`src/rtl/fifo_512_unpack_pkg.sv`:
```
// ============================================================================
// Package  : fifo_512_unpack_pkg
// Brief    : Shared word width, OUT_W legality check and counter-width helper.
// Revision : 1.0 - initial release
// ============================================================================
`default_nettype none

package fifo_512_unpack_pkg;

    localparam int WORD_W = 512;

    function automatic int clog2(input int value);
        int r;
        r = 0;
        while ((1 << r) < value) begin
            r = r + 1;
        end
        return r;
    endfunction

    // At least two beats per word keeps the prefetch path gapless.
    function automatic bit out_w_legal(input int w);
        return (w > 0) && (WORD_W % w == 0) && (WORD_W / w >= 2);
    endfunction

endpackage

`default_nettype wire

```
`src/rtl/fifo_512_unpack.sv`:
```
// ============================================================================
// Module   : fifo_512_unpack
// Brief    : Pops 512-bit words from a 1-cycle-latency FIFO and serializes
//            them little-endian into OUT_W-bit valid/ready beats.
// Revision : 1.0 - initial release
// ============================================================================
`default_nettype none

module fifo_512_unpack
    import fifo_512_unpack_pkg::*;
#(
    parameter int OUT_W = 64
) (
    input  logic              clk,
    input  logic              rst,
    input  logic [511:0]      fifo_dout,
    input  logic              fifo_empty,
    output logic              fifo_rd_en,
    output logic [OUT_W-1:0]  m_data,
    output logic              m_valid,
    input  logic              m_ready,
    output logic              m_last
);

    localparam int c_BEATS = WORD_W / OUT_W;
    localparam int c_CNT_W = clog2(c_BEATS);
    localparam logic [c_CNT_W-1:0] c_LAST_CNT = c_CNT_W'(c_BEATS - 1);

    if (!out_w_legal(OUT_W)) begin : g_out_w_check
        $error("fifo_512_unpack: illegal OUT_W %0d", OUT_W);
    end

    logic [WORD_W-1:0]  r_active;
    logic [WORD_W-1:0]  r_stage;
    logic               r_active_v;
    logic               r_stage_v;
    logic               r_pending;
    logic [c_CNT_W-1:0] r_cnt;

    logic               w_rd_en;
    logic               w_xfer;
    logic               w_last;
    logic               w_free;
    logic [OUT_W-1:0]   w_beats [c_BEATS];

    // A read is only issued when its return is guaranteed a free slot.
    assign w_rd_en = !rst && !fifo_empty && !r_pending && !r_stage_v;
    assign w_xfer  = r_active_v && m_ready;
    assign w_last  = (r_cnt == c_LAST_CNT);
    assign w_free  = !r_active_v || (w_xfer && w_last);

    for (genvar b = 0; b < c_BEATS; b++) begin : g_beats
        assign w_beats[b] = r_active[b*OUT_W +: OUT_W];
    end

    assign fifo_rd_en = w_rd_en;
    assign m_data     = w_beats[r_cnt];
    assign m_valid    = r_active_v;
    assign m_last     = r_active_v && w_last;

    always_ff @(posedge clk) begin
        if (rst) begin
            r_active   <= '0;
            r_stage    <= '0;
            r_active_v <= 1'b0;
            r_stage_v  <= 1'b0;
            r_pending  <= 1'b0;
            r_cnt      <= '0;
        end else begin
            r_pending <= w_rd_en;

            if (w_xfer) begin
                r_cnt <= w_last ? '0 : r_cnt + 1'b1;
            end

            // Stage has priority for the active slot; a concurrent return refills stage.
            if (w_free) begin
                if (r_stage_v) begin
                    r_active   <= r_stage;
                    r_active_v <= 1'b1;
                    r_stage_v  <= r_pending;
                    if (r_pending) begin
                        r_stage <= fifo_dout;
                    end
                end else if (r_pending) begin
                    r_active   <= fifo_dout;
                    r_active_v <= 1'b1;
                end else begin
                    r_active_v <= 1'b0;
                end
            end else if (r_pending) begin
                r_stage   <= fifo_dout;
                r_stage_v <= 1'b1;
            end
        end
    end

endmodule

`default_nettype wire

```
`config.mk`:
```
export PLATFORM = sky130hd
export DESIGN_NAME = fifo_512_unpack
export DESIGN_NICKNAME = d
export VERILOG_FILES = /design/src/rtl/fifo_512_unpack_pkg.sv /design/src/rtl/fifo_512_unpack.sv
export SDC_FILE = /design/constraint.sdc
export NUM_CORES = 2
export LEC_CHECK = 0
export BUFFER_PORTS_ARGS = -buffer_cell sky130_fd_sc_hd__buf_2
export CORE_MARGIN = 2
export CORE_UTILIZATION = 50
export CTS_CLUSTER_DIAMETER = 80
export CTS_CLUSTER_SIZE = 10
export DETAILED_ROUTE_END_ITERATION = 10
export GPL_TIMING_DRIVEN = 1
export MAX_ROUTING_LAYER = met4
export PLACE_DENSITY_LB_ADDON = 0.3
export SYNTH_ARGS = -nofsm -noshare
export SYNTH_HDL_FRONTEND = slang
export SYNTH_SLANG_ARGS = --single-unit
```
`constraint.sdc`:
```
create_clock -name clk -period 1.87 [get_ports clk]
set_input_delay 0.374 -clock clk [delete_from_list [all_inputs] [get_ports clk]]
set_output_delay 0.374 -clock clk [all_outputs]
set_load 0.03 [all_outputs]
```
== Word level (Yosys, flattened, before mapping) ==
Cells that the tools add are included.

* Output and inout bits: 67
* Logic and storage cells: 40
* Input bits: 516
* Bits in registers: 1030

* Order comparisons: 1
* Reduce and logical (&&, ||, !) cells: 15
* Equality and inequality tests: 2
* Add/sub/neg operators: 1
* Mux-type cells: 14
* Bitwise logic cells: 1

{| class="wikitable"
|+ Operators by type and width
! operator !! count
|-
| 512-bit 2-to-1 mux || 5
|-
| 64-bit binary-select mux with 3-bit select || 1
|-
| 64-bit 2-to-1 mux || 2
|-
| 1-bit logical AND || 6
|-
| 1-bit zero test || 5
|-
| 1-bit 2-to-1 mux || 5
|-
| 4-bit >= comparator (second input constant) || 1
|-
| 3-bit inverter with 4-bit output || 1
|-
| 2-bit nonzero test || 2
|-
| 3-bit by 1-bit adder with 3-bit output (second input constant) || 1
|-
| 3-bit == test (second input constant) || 1
|-
| 3-bit 2-to-1 mux || 1
|-
| 2-bit inequality test (second input constant) || 1
|-
| 2-bit AND reduction || 1
|-
| 1-bit logical OR || 1
|}

== Longest topological paths before layout ==
* Depth in word-level cells: 4
* Mapped depth: 8
* Mapped depth without buffers: 5

== Least setup slack after synthesis ==
OpenSTA, ideal clock, no wires.

* Path type: input -> output
* Start point: in rst
* End point: out fifo_rd_en
* Path slack: -0.242 ns
* Arrival: 1.738 ns
* Required time: 1.496 ns
* Buffers on the path: 4
* Stages: 5
* Cells stage by stage: buf_2 > buf_2 > buf_2 > buf_1 > nor3_1

* Longest elaborated chain between the ends: 4

{| class="wikitable"
|+ Ends and longest elaborated chain
! item !! RTL line !! text
|-
| from (decl) || fifo_512_unpack.sv:15 || <nowiki>input logic rst,</nowiki>
|-
| 1-bit zero test || fifo_512_unpack.sv:47 || <nowiki>assign w_rd_en = !rst && !fifo_empty && !r_pending && !r_stage_v;</nowiki>
|-
| 1-bit logical AND (3 in series) || fifo_512_unpack.sv:47 ||
|-
| to (decl) || fifo_512_unpack.sv:18 || <nowiki>output logic fifo_rd_en,</nowiki>
|}

No other way between the ends.

== Worst setup path in the final report ==
* Start point: reg r_cnt[0]
* End point: out m_data[51]

* Longest elaborated chain between the ends: 4

{| class="wikitable"
|+ Ends and longest elaborated chain
! item !! RTL line !! text
|-
| from (decl) || fifo_512_unpack.sv:38 || <nowiki>logic [c_CNT_W-1:0] r_cnt;</nowiki>
|-
| from (signal assigned) || fifo_512_unpack.sv:73 || <nowiki>r_cnt <= w_last ? '0 : r_cnt + 1'b1;</nowiki>
|-
| 3-bit inverter with 4-bit output (not written as such) || fifo_512_unpack.sv:57 || <nowiki>assign m_data = w_beats[r_cnt];</nowiki>
|-
| 64-bit binary-select mux with 3-bit select || fifo_512_unpack.sv:57 ||
|-
| 64-bit 2-to-1 mux (not written as such) (2 in series) || fifo_512_unpack.sv:57 ||
|-
| to (decl) || fifo_512_unpack.sv:19 || <nowiki>output logic [OUT_W-1:0] m_data,</nowiki>
|}

No other way between the ends. The select of a mux whose other input is x is not followed.

==> impl_metrics.yaml <==
grt:
  antenna_found_initial: 33
  grt_max_degree: 139
  grt_pass1_vias: 42242
  grt_pass1_wl_mm: 256
  grtUsageTotal_pct: 33.7
  grt-ovfl-total: 0
final_layout:
  fillers: 6748
  fin_nets: 6493
  syn2layout_area_growth_pct: 39.8
  final_area_sq_mm: 0.0696
  drive_gt1_share_pct: 26.3
clock_network:
  cts_tree: "done"
  root_buffer: "clkbuf_16"
  htreeDepth: 3
  cts_made_buffers: 113
  clk_path_buf_depth: 3
  path_clk_slew_ps: 60
  clk_latency_ps: 700
  clock-sinks: 1030
synthesis:
  netlist.area_leader.share_pct: 41.4
  synth_area_sq_mm: 0.0498
  yosysMostFrequentCell: "dfxtp_1"
  synth.distinct_cells: 25
  synth_area_leaders: "dfxtp_1 (41%), mux2i_1 (21%), nand2b_1 (13%)"
  synth_common_cells: "dfxtp_1 (1,030), mux2i_1 (1,025), nand2b_1 (1,024)"
  ys_ff_latch: 1030
  ys_seq_area_share_pct: 41.4
  synth_largest_area_cell: "dfxtp_1"
  avgSynthCellArea_sq_um: 10.4
  synthCells: 4810
  syn_nets: 5328
  synth_edf_count: 0
  synth-warning-count: 0
  ys_async_sr_fraction_pct: 0
  synth_ff_type: "dfxtp_1"
setup_path:
  path_class: "reg -> out"
  worstRegToRegCells: 15
  cp-startpoint: "r_cnt[0]"
  crit_buf_inv: 4
  cp_cell_sequence: "buf_12, buf_8, buf_16, mux4_2, mux2_4, buf_6"
  rr_startpoint: "r_cnt[0]"
  slowest_stage: "mux4_2"
  cp_data_required_time_ps: 1500
  crit_path_end_kind: "primary output"
  critical_path_cell_count: 6
  startpoint_type: "flip-flop"
  worstPathArrival_ps: 2540
  worstPathMaxFanout: 6
  cp_slowest_stage_delay_ps: 550
  critPathTopFamily: "multiplexers"
power:
  leakagePower_uw: 0.0244
  powerDensity_mw_per_mm2: 786
  p_total_uw: 54700
  ir_drop_mv: 0.693
floorplanning:
  initial_core_util_pct: 50.5
  die_h_um: 320
  io-pin-count: 583
  dieWidth_um: 320
  coreArea_sq_mm: 0.0986
  die_area_sq_mm: 0.102
  num_rows: 115
outcome:
  outcome: "finished with violations"
  violations: "negative setup slack"
timing:
  setup-tns-final_ps: -629480
  finalCriticalPeriod_ps: 2920
  finalSetupViolations: 1092
  slew_headroom_pct: 52.7
  worst_slack_ps: -1050
  finalHoldViolCount: 0
  worstMarginPinSlew_ps: 710
  drv_slew: 0
  skew_ps: 20.5
  fmax_ghz: 0.343
  rsz0062_at_grt: "yes"
  fin_crit_sh_pct: 156
worst_hold_path:
  hp-start: "rst"
  worstHoldPathCells: 2
  min_path_type: "in -> reg"
placement:
  dpl.hpwl_mm: 117
  place_area_sq_mm: 0.0556
  portBuffers: 582
  pre_cts_ws_ps: -426
  gp_congestion: 0.959
route:
  via_per_inst: 5.99
  detail-route-antenna-nets: 0
  wirelength_mm: 190
  wire_per_inst_um: 26.0
  drtIter0Drc: 4015
  drc: 0
  vias: 43732
  drtPass1Iterations: 6
flow_run:
  cap_violations: 0
-- cells by family after synthesis --
kind of cell,Yosys count,share of synthesized area (%)
AO/OA/AOI/OAI,1032,13.0
adder cells (fa/ha/maj),2,0.0502
buffers and inverters,491,4.77
flip-flops,1030,41.4
multiplexers,1217,27.8
AND/OR/NAND/NOR,1038,13.0
-- final timing paths --
path | end | slack [ps]
hold reg to reg | r_stage[19] | 470
setup / recovery | m_data[51] | -1050
setup reg to reg | r_active[396] | -760
hold / removal | r_cnt[0] | 140
-- through the flow --
stage	utilization [%]	instances	hold WS, ps
2_1_floorplan	-	4810	448
3_3_place_gp	56.4	6439	456
3_5_place_dp	56.4	6439	460
4_1_cts	67.4	7174	74.1
5_1_grt	70.6	7301	110
6_report	70.7	7304	143
-- sequential cells by signal (all words and copies together), names as in the netlist --
signal and cells:
r_active 512, r_pending 1, r_stage_v 1, m_valid 1, r_cnt 3, r_stage 512
-- cell type report --
cell class / instances / area (sq um) / share of cell area [%]
well taps: 1287 / 1610 / 2.31
clock buffers: 121 / 2950 / 4.24
diodes: 32 / 80.1 / 0.115
clock inverters: 4 / 52.6 / 0.0755
multi-input cells: 3290 / 28300 / 40.7
flip-flops and latches: 1030 / 20600 / 29.6
repair buffers: 1540 / 16000 / 22.9
-- placed cells by master (no fill, tap or decap), types with 2 or more instances in the layout --
master and instances:
dfxtp_1 1025, nand2b_1 1024, mux2i_1 1020, buf_2 520
dlygate4sd3_1 514, a21oi_1 473, a211oi_1 343, a211oi_2 168
clkbuf_16 155, buf_12 153, buf_4 130, mux4_2 128
buf_6 90, mux2_4 64, buf_16 62, diode_2 32
buf_8 31, a21oi_2 22, a21oi_4 21, mux2i_2 5
dfxtp_4 5, nand2_1 4, nor2_1 3, clkbuf_1 3
a21bo_4 2, ha_4 2, inv_6 2
-- per-layer routing --
layer	part of all wire [%]	vias to the layer above	wire length, um	GRT usage [%]
met5	0	-	0	-
met4	8.0	0	15200	20.9
met3	6.7	693	12800	5.21
met2	49	2034	92800	58.1
met1	36	21392	69300	36.4
li1	-	19613	-	-
-- power by group --
part / switching, uW / leakage (uW) / internal, uW
Sequential: 1070 / 0.00839 / 23100
Clock: 8850 / 0.00148 / 11100
Combinational: 5250 / 0.0145 / 5340
Total: 15200 / 0.0244 / 39600
-- repair_timing --
item | in CTS | in global routing
hold buffers | 514 | 0
gates cloned | 45 | 60
pin swaps | 5 | 31
hold endpoints to repair | 516 | 0
resized for setup | 239 | 387
endpoints found under the setup margin | 1089 | 1090
buffers inserted | 52 | 52
Note: power is estimated with default switching activity, not from simulation.
